$ cat config.mk
export PLATFORM = sky130hd
export DESIGN_NAME = mem_arb
export DESIGN_NICKNAME = d
export VERILOG_FILES = /design/src/rtl/mem_arb_pkg.sv /design/src/rtl/mem_arb_id_fifo.sv /design/src/rtl/mem_arb.sv
export SDC_FILE = /design/constraint.sdc
export NUM_CORES = 1
export LEC_CHECK = 0
export CAP_MARGIN = 20
export CORE_AREA = 2 2 308 310
export DETAILED_ROUTE_END_ITERATION = 12
export DIE_AREA = 0 0 310 312
export DONT_BUFFER_PORTS = 1
export HOLD_SLACK_MARGIN = 0.05
export PLACE_DENSITY_LB_ADDON = 0.08
export SYNTH_ARGS = -nofsm -noshare
export SYNTH_HDL_FRONTEND = slang
export SYNTH_SLANG_ARGS = --single-unit
$ cat constraint.sdc
create_clock -name clk -period 3.8 [get_ports clk]
set_input_delay 0.76 -clock clk [delete_from_list [all_inputs] [get_ports clk]]
set_output_delay 0.76 -clock clk [all_outputs]
set_load 0.02 [all_outputs]
$ cat src/rtl/mem_arb_pkg.sv
// mem_arb_pkg: shared constants and port-ID helpers for the memory arbiter.
//   MEM_ADDR_W / MEM_DATA_W / MEM_MAX_OUTST : default arbiter geometry
//   port_id_t                               : widest port ID the arbiter carries
//   port_id_w()                             : bits needed to name one of n ports
package mem_arb_pkg;

    localparam int MEM_ADDR_W    = 32;
    localparam int MEM_DATA_W    = 128;
    localparam int MEM_MAX_OUTST = 4;

    // Upper bound on port count; concrete instances use port_id_w() bits.
    typedef logic [7:0] port_id_t;

    // At least one bit, so a single-bit ID field is always legal.
    function automatic int port_id_w(input int n_ports);
        return (n_ports > 1) ? $clog2(n_ports) : 1;
    endfunction

endpackage

$ cat src/rtl/mem_arb_id_fifo.sv
// mem_arb_id_fifo: in-order FIFO of port IDs for granted-but-unanswered
// memory transactions.
//   clk, rst        : clock, asynchronous active-high reset
//   push, push_id   : enqueue an ID (taken when not full, or when popping)
//   pop             : dequeue the head (ignored when empty)
//   full, empty     : occupancy flags
//   head            : ID at the head of the queue
module mem_arb_id_fifo #(
    parameter int  DEPTH = 4,
    parameter int  ID_W  = 1,
    localparam int PTR_W = (DEPTH > 1) ? $clog2(DEPTH) : 1,
    localparam int CNT_W = $clog2(DEPTH + 1)
) (
    input  logic            clk,
    input  logic            rst,
    input  logic            push,
    input  logic [ID_W-1:0] push_id,
    input  logic            pop,
    output logic            full,
    output logic            empty,
    output logic [ID_W-1:0] head
);

    logic [ID_W-1:0]  ids [DEPTH];
    logic [PTR_W-1:0] wr_ptr;
    logic [PTR_W-1:0] rd_ptr;
    logic [CNT_W-1:0] count;
    logic             do_push;
    logic             do_pop;

    // Pointers wrap explicitly so non-power-of-two depths work.
    function automatic logic [PTR_W-1:0] next_ptr(input logic [PTR_W-1:0] p);
        return (p == PTR_W'(DEPTH - 1)) ? '0 : p + 1'b1;
    endfunction

    assign full    = (count == CNT_W'(DEPTH));
    assign empty   = (count == '0);
    assign head    = ids[rd_ptr];
    assign do_pop  = pop && !empty;
    // A pop in the same cycle frees the slot, so a push into a full FIFO is fine then.
    assign do_push = push && (!full || do_pop);

    always_ff @(posedge clk or posedge rst) begin
        if (rst) begin
            wr_ptr <= '0;
            rd_ptr <= '0;
            count  <= '0;
        end else begin
            if (do_push) wr_ptr <= next_ptr(wr_ptr);
            if (do_pop)  rd_ptr <= next_ptr(rd_ptr);
            case ({do_push, do_pop})
                2'b10:   count <= count + 1'b1;
                2'b01:   count <= count - 1'b1;
                default: count <= count;
            endcase
        end
    end

    // Storage needs no reset: entries are only read after being written.
    always_ff @(posedge clk) begin
        if (do_push) ids[wr_ptr] <= push_id;
    end

endmodule

$ cat src/rtl/mem_arb.sv
// mem_arb: N-port arbiter in front of a single line-wide memory port.
// Round-robin by default; define MEM_ARB_FIXED_PRIO_EN for fixed priority
// (lowest-index requester wins, no rotation pointer).
//   clk, rst                      : clock, asynchronous active-high reset
//   port_req_i/we_i/addr_i/
//   wdata_i/wstrb_i               : per-port request fields, packed by port index
//   port_gnt_o                    : one-hot grant to the accepted port
//   port_rvalid_o, port_rdata_o   : one-hot response valid, broadcast data
//   mem_req_o ... mem_wstrb_o     : request toward memory (mirrors the winner)
//   mem_gnt_i, mem_rvalid_i,
//   mem_rdata_i                   : memory grant and in-order responses
//   err_o                         : sticky, set by a response with nothing outstanding
//
// Handshake: a request is accepted in the cycle mem_req_o && mem_gnt_i; the
// winning port sees port_gnt_o in that same cycle and must hold its fields
// stable until then. Memory answers every accepted request with exactly one
// mem_rvalid_i, in order; there is no back-pressure on responses.
module mem_arb
    import mem_arb_pkg::*;
#(
    parameter int  N_PORTS   = 2,
    parameter int  ADDR_W    = MEM_ADDR_W,
    parameter int  DATA_W    = MEM_DATA_W,
    parameter int  MAX_OUTST = MEM_MAX_OUTST,
    localparam int STRB_W    = DATA_W / 8
) (
    input  logic                  clk,
    input  logic                  rst,
    input  logic [N_PORTS-1:0]    port_req_i,
    input  logic [N_PORTS-1:0]    port_we_i,
    input  logic [N_PORTS*ADDR_W-1:0] port_addr_i,
    input  logic [N_PORTS*DATA_W-1:0] port_wdata_i,
    input  logic [N_PORTS*STRB_W-1:0] port_wstrb_i,
    output logic [N_PORTS-1:0]    port_gnt_o,
    output logic [N_PORTS-1:0]    port_rvalid_o,
    output logic [DATA_W-1:0]     port_rdata_o,
    output logic                  mem_req_o,
    output logic                  mem_we_o,
    output logic [ADDR_W-1:0]     mem_addr_o,
    output logic [DATA_W-1:0]     mem_wdata_o,
    output logic [STRB_W-1:0]     mem_wstrb_o,
    input  logic                  mem_gnt_i,
    input  logic                  mem_rvalid_i,
    input  logic [DATA_W-1:0]     mem_rdata_i,
    output logic                  err_o
);

    localparam int ID_W = port_id_w(N_PORTS);

    logic            fifo_full;
    logic            fifo_empty;
    logic [ID_W-1:0] head_id;
    logic [ID_W-1:0] start;
    logic [ID_W-1:0] win;
    logic            accept;

`ifdef MEM_ARB_FIXED_PRIO_EN
    assign start = '0;
`else
    logic [ID_W-1:0] rr_ptr;
    assign start = rr_ptr;
`endif

    // Scan from the highest offset down so the nearest requester at or
    // after start overwrites the others and wins.
    always_comb begin
        int idx;
        idx = 0;
        win = '0;
        for (int k = N_PORTS - 1; k >= 0; k--) begin
            idx = int'(start) + k;
            if (idx >= N_PORTS) idx = idx - N_PORTS;
            if (port_req_i[idx]) win = ID_W'(idx);
        end
    end

    assign mem_req_o   = (|port_req_i) && !fifo_full;
    assign accept      = mem_req_o && mem_gnt_i;
    assign mem_we_o    = mem_req_o ? port_we_i[win] : 1'b0;
    assign mem_addr_o  = mem_req_o ? port_addr_i[win*ADDR_W +: ADDR_W]  : '0;
    assign mem_wdata_o = mem_req_o ? port_wdata_i[win*DATA_W +: DATA_W] : '0;
    assign mem_wstrb_o = mem_req_o ? port_wstrb_i[win*STRB_W +: STRB_W] : '0;

    always_comb begin
        port_gnt_o    = '0;
        port_rvalid_o = '0;
        if (accept && !rst)                port_gnt_o[win]        = 1'b1;
        if (mem_rvalid_i && !fifo_empty)   port_rvalid_o[head_id] = 1'b1;
    end

    assign port_rdata_o = mem_rdata_i;

    mem_arb_id_fifo #(
        .DEPTH (MAX_OUTST),
        .ID_W  (ID_W)
    ) u_fifo (
        .clk     (clk),
        .rst     (rst),
        .push    (accept),
        .push_id (win),
        .pop     (mem_rvalid_i),
        .full    (fifo_full),
        .empty   (fifo_empty),
        .head    (head_id)
    );

`ifndef MEM_ARB_FIXED_PRIO_EN
    always_ff @(posedge clk or posedge rst) begin
        if (rst) begin
            rr_ptr <= '0;
        end else if (accept) begin
            rr_ptr <= (int'(win) == N_PORTS - 1) ? '0 : win + 1'b1;
        end
    end
`endif

    always_ff @(posedge clk or posedge rst) begin
        if (rst) begin
            err_o <= 1'b0;
        end else if (mem_rvalid_i && fifo_empty) begin
            err_o <= 1'b1;
        end
    end

endmodule

==> metrics.csv <==
metric,value,unit
placer congestion estimate,0.717,
Placement Cell Area,6180,um2
Max IR drop VDD,0.190,mV
Synth Register Bits,13,
drt drc,0,
Final Cycle Share,0.795,
multi-input logic area,3820,um2
"Distinct cells, synth",30,
reg2reg path depth,8,
min Tclk post-route,3.02,ns
Post-DP HPWL,26100,um
Cell Rows,112,
Rel. slew slack,0.471,
Power per Cell Area,482,nW/um2
sequential-to-total area share from yosys stat,0.0604,
io pins,799,
startpoint types,input port,
met1 usage,0.0664,
Via density,3.18,
reg2reg end,u_fifo.count[2]$_DFFE_PP0P_,
initial antenna violation count,11,
net switching power figure,2.06,mW
CTS tree,built,
fillers,11100,
post-CTS resize count,0,
synthesis-to-layout area growth,9.88,%
nets@finish,1129,
total internal power,0.967,mW
post-synth top area cell,o211ai_1,
CTS Hold Bufs,0,
Longest Clk Path Bufs,2,
Fmax,331,MHz
first-pass GRT wire length,46000,um
clk slew on worst S/H paths,0.05,ns
Die X-Extent,310,um
post-route clock skew,0.000897,ns
final setup fails,0,
Leak,1.23,nW
status,"complete, no violations",
synthesized area,5710,um2
clk_lat worst skew,0.24,ns
Post-synth EDFFs,4,
flop2flop setup slack,1.52,ns
routed via count,6028,
WP data arrival,2.26,ns
vias in the first global route,6086,
H-tree depth,1,
Final TNS setup,0,ns
Final Max Slew Viols,0,
core area,93000,um2
grt met2 use,0.117,
die span in y,312,um
r2r startpoint,u_fifo.count[2]$_DFFE_PP0P_,
Final ANT Viol Nets,0,
unrepaired setup endpoints after global routing,false,
drt wl/cell,18.5,um
CP max FO,180,
fraction of layout cells with a size suffix above 1,0.237,
Initial Utilization,0.0614,
root buffer cell,clkbuf_16,
Pre-Repair DR Iteration Count,4,
clock sink total,13,
met3 usage,0.0214,
Storage cell area,349,um2
Synth Instances,838,
post-synth top area share,0.233,
Final Hold Viols,0,
Worst-Margin Slew,0.786,ns
async set or reset register ratio after synthesis,0.692,
post-synth net total,1333,
post-CTS setup buffers,0,
synth warn,0,
top_reg_cell synth,dfrtp_1,
worst min path class,in2async,
sw frac,0.681,
busiest grt layer,met2,
kind of critical path,in2out,
"Avg Cell Area, Syn",6.82,um2
synth top area cells,"o211ai_1 23%, buf_4 17%, o21ai_0 16%, a21oi_2 15%, a21oi_1 6.7%",
Total GRT Usage,0.0642,
TritonCTS Buffers,3,
GRT Residual Overflow,0,
Die ar.,96700,um2
Placed Cells,1883,
Setup crit end kind,output pin,
Clk pwr share,0.066,
total wire length,35000,um
Iter 0 DRT Violations,358,
fin cells,1894,
Power Total,3.03,mW
"top cells by count, synth","177 x o211ai_1, 177 x o21ai_0, 129 x buf_4, 101 x a21oi_2, 96 x clkbuf_1",
Seq pwr share,0.094,
largest net degree at the start of global routing,181,
max cap viols,0,
Final Instance Area,6280,um2
Comb pwr share,0.840,
Worst Path Required,3.04,ns
I/O Buffers,0,
## critical path: stages
cell and delay [ns]:
inv_4 0.24, buf_12 0.36, o21ai_0 0.19, a21oi_1 0.49
## power by group through the flow
| stage | combinational (mW) | sequential [mW] | clock, mW |
|---|---|---|---|
| global route | 2.74 | 0.298 | 0.217 |
| global placement | 2.64 | 0.293 | 0 |
| finish | 2.54 | 0.285 | 0.200 |
| CTS | 2.60 | 0.288 | 0.209 |
| detailed placement | 2.60 | 0.290 | 0 |
| floorplan | 2.23 | 0.254 | 0 |
## layer usage
metal	part of all wire	vias up	wire length (um)
met3	0.099	94	3460
met1	0.36	2886	12500
li1	-	2602	-
met2	0.51	438	17800
met4	0.033	8	1160
met5	0.0045	-	156
## metrics by stage
step	hold slack, ns	util	setup WS (ns)
2_1_floorplan	0.507	-	1.01
3_3_place_gp	0.548	0.0664	0.831
3_5_place_dp	0.556	0.0664	0.835
4_1_cts	0.448	0.0673	0.837
5_1_grt	0.453	0.0674	0.735
6_report	0.424	0.0675	0.778
## worst max-delay path by stage
stage / start / end
floorplan: port_req_i[1] / mem_wstrb_o[10]
CTS: port_req_i[1] / mem_wstrb_o[11]
global placement: port_req_i[1] / mem_wdata_o[100]
detailed placement: port_req_i[1] / mem_wstrb_o[11]
finish: port_req_i[1] / mem_addr_o[8]
global route: port_req_i[1] / mem_addr_o[8]
## registers in the layout, summed over array words and instances, names as in the netlist
name	count
rr_ptr	1
u_fifo.wr_ptr	2
u_fifo.rd_ptr	2
u_fifo.count	3
err_o	1
u_fifo.ids	4
## cells by family (layout without fill, tap and decap cells)
group | count (synthesis) | count (layout) | synth area share
other cells | 0 | 7 | 0
flops | 13 | 13 | 0.0604
xor+xnor | 3 | 3 | 0.00460
simple gates | 14 | 14 | 0.0136
mux | 6 | 6 | 0.0136
fa+ha+maj | 7 | 7 | 0.0166
buf+inv | 257 | 52 | 0.274
compound gates | 538 | 538 | 0.617
## layout make-up
type	count	area share
well taps	1254	0.250
flip-flops and latches	13	0.0556
inverters	12	0.00837
multi-input cells	568	0.608
repair buffers	36	0.0630
clock buffers	4	0.0126
diodes	7	0.00279
## placed cells by master (no fill, tap or decap), types with 2 or more instances in the layout
master / instances
mux2_2: 4
nor2_1: 4
xor2_1: 2
a21oi_2: 101
and3_1: 2
dfrtp_1: 8
clkbuf_16: 3
buf_12: 10
o21ai_0: 177
edfxtp_1: 4
a21oi_1: 77
inv_1: 10
and2_1: 4
buf_4: 26
nor3_1: 2
o21ai_1: 2
diode_2: 7
o211ai_1: 177
a21o_1: 2
ha_1: 6
No activity file was read; power rests on OpenSTA's default activity.
